### config.mk
export PLATFORM = sky130hd
export DESIGN_NAME = bus_arbiter
export DESIGN_NICKNAME = d
export VERILOG_FILES = /design/src/rtl/bus_arbiter.sv
export SDC_FILE = /design/constraint.sdc
export NUM_CORES = 1
export LEC_CHECK = 0
export BUFFER_PORTS_ARGS = -buffer_cell sky130_fd_sc_hd__clkbuf_2
export CORE_AREA = 2 2 106 108
export CTS_CLUSTER_SIZE = 24
export DETAILED_ROUTE_END_ITERATION = 16
export DIE_AREA = 0 0 108 110
export GPL_TIMING_DRIVEN = 0
export PLACE_DENSITY = 0.76
export SYNTH_ARGS = -nofsm -noshare
export SYNTH_HDL_FRONTEND = slang
export SYNTH_SLANG_ARGS = --single-unit
### constraint.sdc
create_clock -name clock -period 2.2 [get_ports clock]
set_input_delay 0.55 -clock clock [delete_from_list [all_inputs] [get_ports clock]]
set_output_delay 0.55 -clock clock [all_outputs]
set_load 0.05 [all_outputs]
### src/rtl/bus_arbiter.sv
// rtl/bus_arbiter.sv - round-robin IFU/LSU arbiter onto a single memory port with response timeout
module bus_arbiter #(
  parameter int TIMEOUT = 255
) (
  input  logic        clock,
  input  logic        reset,
  input  logic        ifu_reqValid,
  input  logic [31:0] ifu_addr,
  output logic        ifu_respValid,
  output logic [31:0] ifu_rdata,
  output logic        ifu_err,
  input  logic        lsu_reqValid,
  input  logic        lsu_wen,
  input  logic [3:0]  lsu_wmask,
  input  logic [31:0] lsu_addr,
  input  logic [31:0] lsu_wdata,
  output logic        lsu_respValid,
  output logic [31:0] lsu_rdata,
  output logic        lsu_err,
  output logic        mem_reqValid,
  output logic        mem_wen,
  output logic [3:0]  mem_wmask,
  output logic [31:0] mem_addr,
  output logic [31:0] mem_wdata,
  input  logic        mem_respValid,
  input  logic [31:0] mem_rdata
);
  typedef enum logic [1:0] {ARB_IDLE, ARB_ISSUE, ARB_WAIT} arb_state_t;

  localparam logic       OWN_IFU     = 1'b0;
  localparam logic       OWN_LSU     = 1'b1;
  localparam logic [7:0] TIMEOUT_CNT = 8'(TIMEOUT);

  arb_state_t  r_state;
  arb_state_t  w_next_state;
  logic        r_owner;
  logic        r_last;
  logic [7:0]  r_cnt;
  logic        r_mem_wen;
  logic [3:0]  r_mem_wmask;
  logic [31:0] r_mem_addr;
  logic [31:0] r_mem_wdata;

  logic w_busy;
  logic w_resp_ok;
  logic w_timeout;
  logic w_done;
  logic w_grant;
  logic w_grant_lsu;

  always_comb begin
    w_next_state = r_state;
    w_busy       = (r_state == ARB_ISSUE) || (r_state == ARB_WAIT);
    w_resp_ok    = w_busy && mem_respValid;
    // A real response in the timeout cycle wins over the forced error.
    w_timeout    = w_busy && !mem_respValid && (r_cnt == TIMEOUT_CNT);
    w_done       = w_resp_ok || w_timeout;
    w_grant      = (r_state == ARB_IDLE) && (ifu_reqValid || lsu_reqValid);
    w_grant_lsu  = lsu_reqValid && (!ifu_reqValid || (r_last == OWN_IFU));
    case (r_state)
      ARB_IDLE:  if (w_grant) w_next_state = ARB_ISSUE;
      ARB_ISSUE: w_next_state = w_done ? ARB_IDLE : ARB_WAIT;
      ARB_WAIT:  if (w_done) w_next_state = ARB_IDLE;
      default:   w_next_state = ARB_IDLE;
    endcase
  end

  always_comb begin
    ifu_respValid = 1'b0;
    ifu_rdata     = 32'h0;
    ifu_err       = 1'b0;
    lsu_respValid = 1'b0;
    lsu_rdata     = 32'h0;
    lsu_err       = 1'b0;
    if (!reset && w_done) begin
      if (r_owner == OWN_IFU) begin
        ifu_respValid = 1'b1;
        ifu_err       = w_timeout;
        ifu_rdata     = w_resp_ok ? mem_rdata : 32'h0;
      end else begin
        lsu_respValid = 1'b1;
        lsu_err       = w_timeout;
        lsu_rdata     = w_resp_ok ? mem_rdata : 32'h0;
      end
    end
  end

  // Outputs are forced low while reset is held, even before the first clock edge.
  assign mem_reqValid = !reset && (r_state == ARB_ISSUE);
  assign mem_wen      = !reset && r_mem_wen;
  assign mem_wmask    = reset ? 4'h0 : r_mem_wmask;
  assign mem_addr     = reset ? 32'h0 : r_mem_addr;
  assign mem_wdata    = reset ? 32'h0 : r_mem_wdata;

  always_ff @(posedge clock) begin
    if (reset) begin
      r_state     <= ARB_IDLE;
      r_owner     <= OWN_IFU;
      r_last      <= OWN_IFU;
      r_cnt       <= 8'h0;
      r_mem_wen   <= 1'b0;
      r_mem_wmask <= 4'h0;
      r_mem_addr  <= 32'h0;
      r_mem_wdata <= 32'h0;
    end else begin
      r_state <= w_next_state;
      if (w_grant) begin
        r_owner <= w_grant_lsu ? OWN_LSU : OWN_IFU;
        r_cnt   <= 8'h0;
        if (w_grant_lsu) begin
          r_mem_wen   <= lsu_wen;
          r_mem_wmask <= lsu_wmask;
          r_mem_addr  <= lsu_addr;
          r_mem_wdata <= lsu_wdata;
        end else begin
          r_mem_wen   <= 1'b0;
          r_mem_wmask <= 4'h0;
          r_mem_addr  <= ifu_addr;
          r_mem_wdata <= 32'h0;
        end
      end else if (w_busy) begin
        r_cnt <= r_cnt + 8'd1;
        if (w_done) r_last <= r_owner;
      end
    end
  end
endmodule

==> metrics.log <==
INFO  metric status = finished with violations
INFO  metric violations = setup timing
INFO  metric die_height = 110 microns
INFO  metric clk_pin_slew_worst_paths = 0.10 ns
INFO  metric detailed_place.area = 0.00581 sq mm
INFO  metric final_hold_viol_count = 0
INFO  metric synth_compound_gate_area_share = 0.144
INFO  metric postSynthNetCount = 592
INFO  metric critical_path.cell_chain = inv_2 > ha_4 > buf_6 > buf_6 > nand2b_4 > nor2_4 > buf_6 > buf_8 > and2_4 > clkbuf_16
INFO  metric setup_viol_count_final = 71
INFO  metric drive_above_1_share = 0.637
INFO  metric place.gp.congestion = 0.809
INFO  metric worst_r2r_endpoint = r_state[1]
INFO  metric most-common-layout-cells = clkbuf_2, dfxtp_1, nor2b_2
INFO  metric floorplan.initialDensity = 0.372
INFO  metric tritoncts_clock_tree = yes
INFO  metric timing.final.max_slew_violations = 0
INFO  metric min_from = lsu_wdata[10]
INFO  metric clock_tree.buffer_depth = 2
INFO  metric firstDrtPassIters = 4
INFO  metric worstReg2RegStart = r_state[1]
INFO  metric hpwlAfterDp = 12.1 mm
INFO  metric end_kind = output pin
INFO  metric synth_adder_area_share = 0.0126
INFO  metric die-width = 108 microns
INFO  metric cts_num_sinks = 81
INFO  metric synthMuxAreaShare = 0.0881
INFO  metric timing.final.crit_period = 2.71 ns
INFO  metric ys.warnings.count = 0
INFO  metric max-cap-violations = 0
INFO  metric wire_length_of_the_first_global_routing_pass = 25.8 mm
INFO  metric clock_latency_on_the_worst_skew_pair = 0.36 ns
INFO  metric largest_family_of_logic_cells_by_synthesized_area = simple AND/OR/NAND/NOR gates
INFO  metric cell_count_of_the_worst_hold_path = 2
INFO  metric layout_worst_path_cycle_share = 1.23
INFO  metric grt_antenna_before_repair = 3
INFO  metric drc = 0
INFO  metric layout_commonest_cell = clkbuf_2
INFO  metric power.ir.vdd_worst = 0.000460 V
INFO  metric hp-class = input port to flop
INFO  metric hold-path-endpoint = r_mem_wdata[10]
INFO  metric syn-instance-count = 450
INFO  metric cp.required = 1.65 ns
INFO  metric clk_root_buffer_cell = clkbuf_8
INFO  metric timing.max_slew.rel_slack = 0.501
INFO  metric routed-via-count = 4754
INFO  metric worst_setup_path_start_kind = flop
INFO  metric first_global_vias = 4554
INFO  metric total_number_of_placement_rows = 38
INFO  metric rr_worst_depth = 8
INFO  metric post-layout-total-power = 0.00474 W
INFO  metric detail_route.wl_per_cell = 22.8 microns
INFO  metric floorplan.die_area = 0.0119 sq mm
INFO  metric h-tree-depth = 3
INFO  metric timing_worst_setup_path_type = flop to output pin
INFO  metric port_buffers = 274
INFO  metric critical_path_start = r_state[1]
INFO  metric grt_total_ovfl = 0
INFO  metric post_layout_instance_area = 0.00746 sq mm
INFO  metric maximum_number_of_pins_on_one_net_before_global_route_repair = 16
INFO  metric post_synth_xor_area_fraction = 0.0110
INFO  metric post_synth_num_cell_types = 34
INFO  metric detail-route-antenna-nets = 0
INFO  metric synthToLayoutAreaGrowth = 87.7%
INFO  metric critical-path-top-cell-by-count = buf_6
INFO  metric avgSynthCellArea = 8.84 sq um
INFO  metric worstPathMaxFanout = 5
INFO  metric reg2reg_setup_slack = 0.09 ns
INFO  metric crit_slowest_cell = dfxtp_2
INFO  metric synth-simple-area-share = 0.293
INFO  metric worst_ep_arrival_time = 2.16 ns
INFO  metric rsz_0062_raised_after_global_routing = true
INFO  metric whs = 0.403 ns
INFO  metric layoutNonFillerInstCount = 902
INFO  metric count_of_state_elements_after_synthesis = 81
INFO  metric gr_usage_total = 0.298
INFO  metric tns = -27.00 ns
INFO  metric core-area = 0.0107 sq mm
INFO  metric dp_cells = 864
INFO  metric top_level_ports = 276
INFO  metric cp_peak_stage_delay = 0.35 ns
INFO  metric power.static_leakage = 3.48 nW
INFO  metric fin_skew = 0.0160 ns
INFO  metric max_slew.worst_pin.slew = 0.743 ns
INFO  metric timing.final.ws_setup = -0.507 ns
INFO  metric seq_area_frac_synth = 0.408
INFO  metric cts-buffers-inserted = 9
INFO  metric routed_wl = 20.5 mm
INFO  metric max_clock_freq = 369 MHz
INFO  metric power-per-cell-area = 635 mW/mm^2
INFO  metric post_synth_instance_area = 0.00398 sq mm
INFO  metric nets_final = 897
INFO  metric viasPerCell = 5.27
INFO  metric detailedRoute.firstIterationViolations = 279
-- critical path: cells and delay by family (launching register included) --
family                     cells  cell delay [ns]
buffers and inverters          6             0.71
and+or+nand+nor                3             0.45
DFF                            1             0.35
adders and majority gates      1             0.29
-- how the worst max path moves through the flow --
stage	slack, ns	to	cells after the start
6_report	-0.51	ifu_rdata[17]	10
5_1_grt	-0.56	ifu_rdata[17]	10
4_1_cts	-0.52	ifu_respValid	7
3_5_place_dp	-0.73	mem_wdata[12]	5
3_3_place_gp	-0.72	mem_wdata[12]	5
2_1_floorplan	-0.36	ifu_respValid	7
-- synthesized netlist by cell type --
cell	n	area [sq um]
a2111oi_2	1	15.0
a211oi_1	1	7.51
a21boi_0	1	7.51
a21o_1	1	7.51
a21oi_1	4	20.0
a22o_1	37	324
a31oi_1	1	6.26
a32oi_1	1	8.76
and2_1	62	388
and3b_1	1	8.76
and4_4	1	11.3
buf_2	11	55.1
buf_6	2	22.5
clkbuf_1	23	86.3
dfxtp_1	81	1620
ha_1	4	50.1
inv_1	3	11.3
mux2i_1	35	350
nand2_1	39	146
nand2b_1	6	37.5
nand3_1	2	10.0
nand3_2	1	10.0
nand3b_1	1	7.51
nand4_1	2	12.5
nor2_1	12	45.0
nor2b_1	71	444
nor3_1	2	10.0
o21ai_0	34	170
o21ai_1	1	5.00
or3_1	2	12.5
or3b_2	1	8.76
or4_4	1	11.3
xnor2_1	2	17.5
xor2_1	3	26.3
-- cells by family (layout without fill, tap and decap cells) --
group / after synthesis / after routing
simple gates: 204 / 204
compound gates: 82 / 82
flops: 81 / 81
buf+inv: 39 / 349
mux: 35 / 35
xor+xnor: 5 / 5
fa+ha+maj: 4 / 4
other cells: 0 / 2
-- metal layers --
layer	vias up	track usage	routed length [microns]
met5	-	0	10
met4	2	0.170	1380
met3	92	0.116	2250
met2	315	0.545	10000
met1	2224	0.285	6850
li1	2121	-	-
-- final cells by class --
| cell class | count | area (sq um) |
|---|---|---|
| fill | 711 | 3230 |
| antenna | 2 | 5.00 |
| clock buffer | 10 | 138 |
| timing repair buffer | 297 | 2620 |
| sequential | 81 | 1620 |
| clock inverter | 6 | 72.6 |
| inverter | 3 | 13.8 |
| tap | 140 | 175 |
| buffer | 33 | 236 |
| multi-input combinational | 330 | 2580 |
-- flip-flops by register name (all words and copies together) (netlist names) --
register,count
r_owner,1
r_cnt,8
r_state,2
r_mem_wmask,4
r_mem_wdata,32
r_mem_wen,1
r_mem_addr,32
r_last,1
-- repair_timing --
item	CTS	global route
resized for setup	231	169
pin swaps	7	37
gates cloned	3	3
buffers inserted	13	6
endpoints found under the setup margin	136	162
hold buffers	0	0
-- metrics by stage --
| step | util | setup slack (ns) |
|---|---|---|
| 5_1_grt | 0.698 | -0.555 |
| 6_report | 0.698 | -0.507 |
| 2_1_floorplan | - | -0.364 |
| 4_1_cts | 0.669 | -0.523 |
| 3_5_place_dp | 0.543 | -0.733 |
| 3_3_place_gp | 0.543 | -0.717 |
-- where the power goes --
group,switching [W],total (W),internal [W]
combinational,0.00109,0.00185,0.000755
sequential,0.0000908,0.00173,0.00164
clock,0.000596,0.00117,0.000570
total,0.00178,0.00474,0.00296
Note: power is estimated with default switching activity, not from simulation.
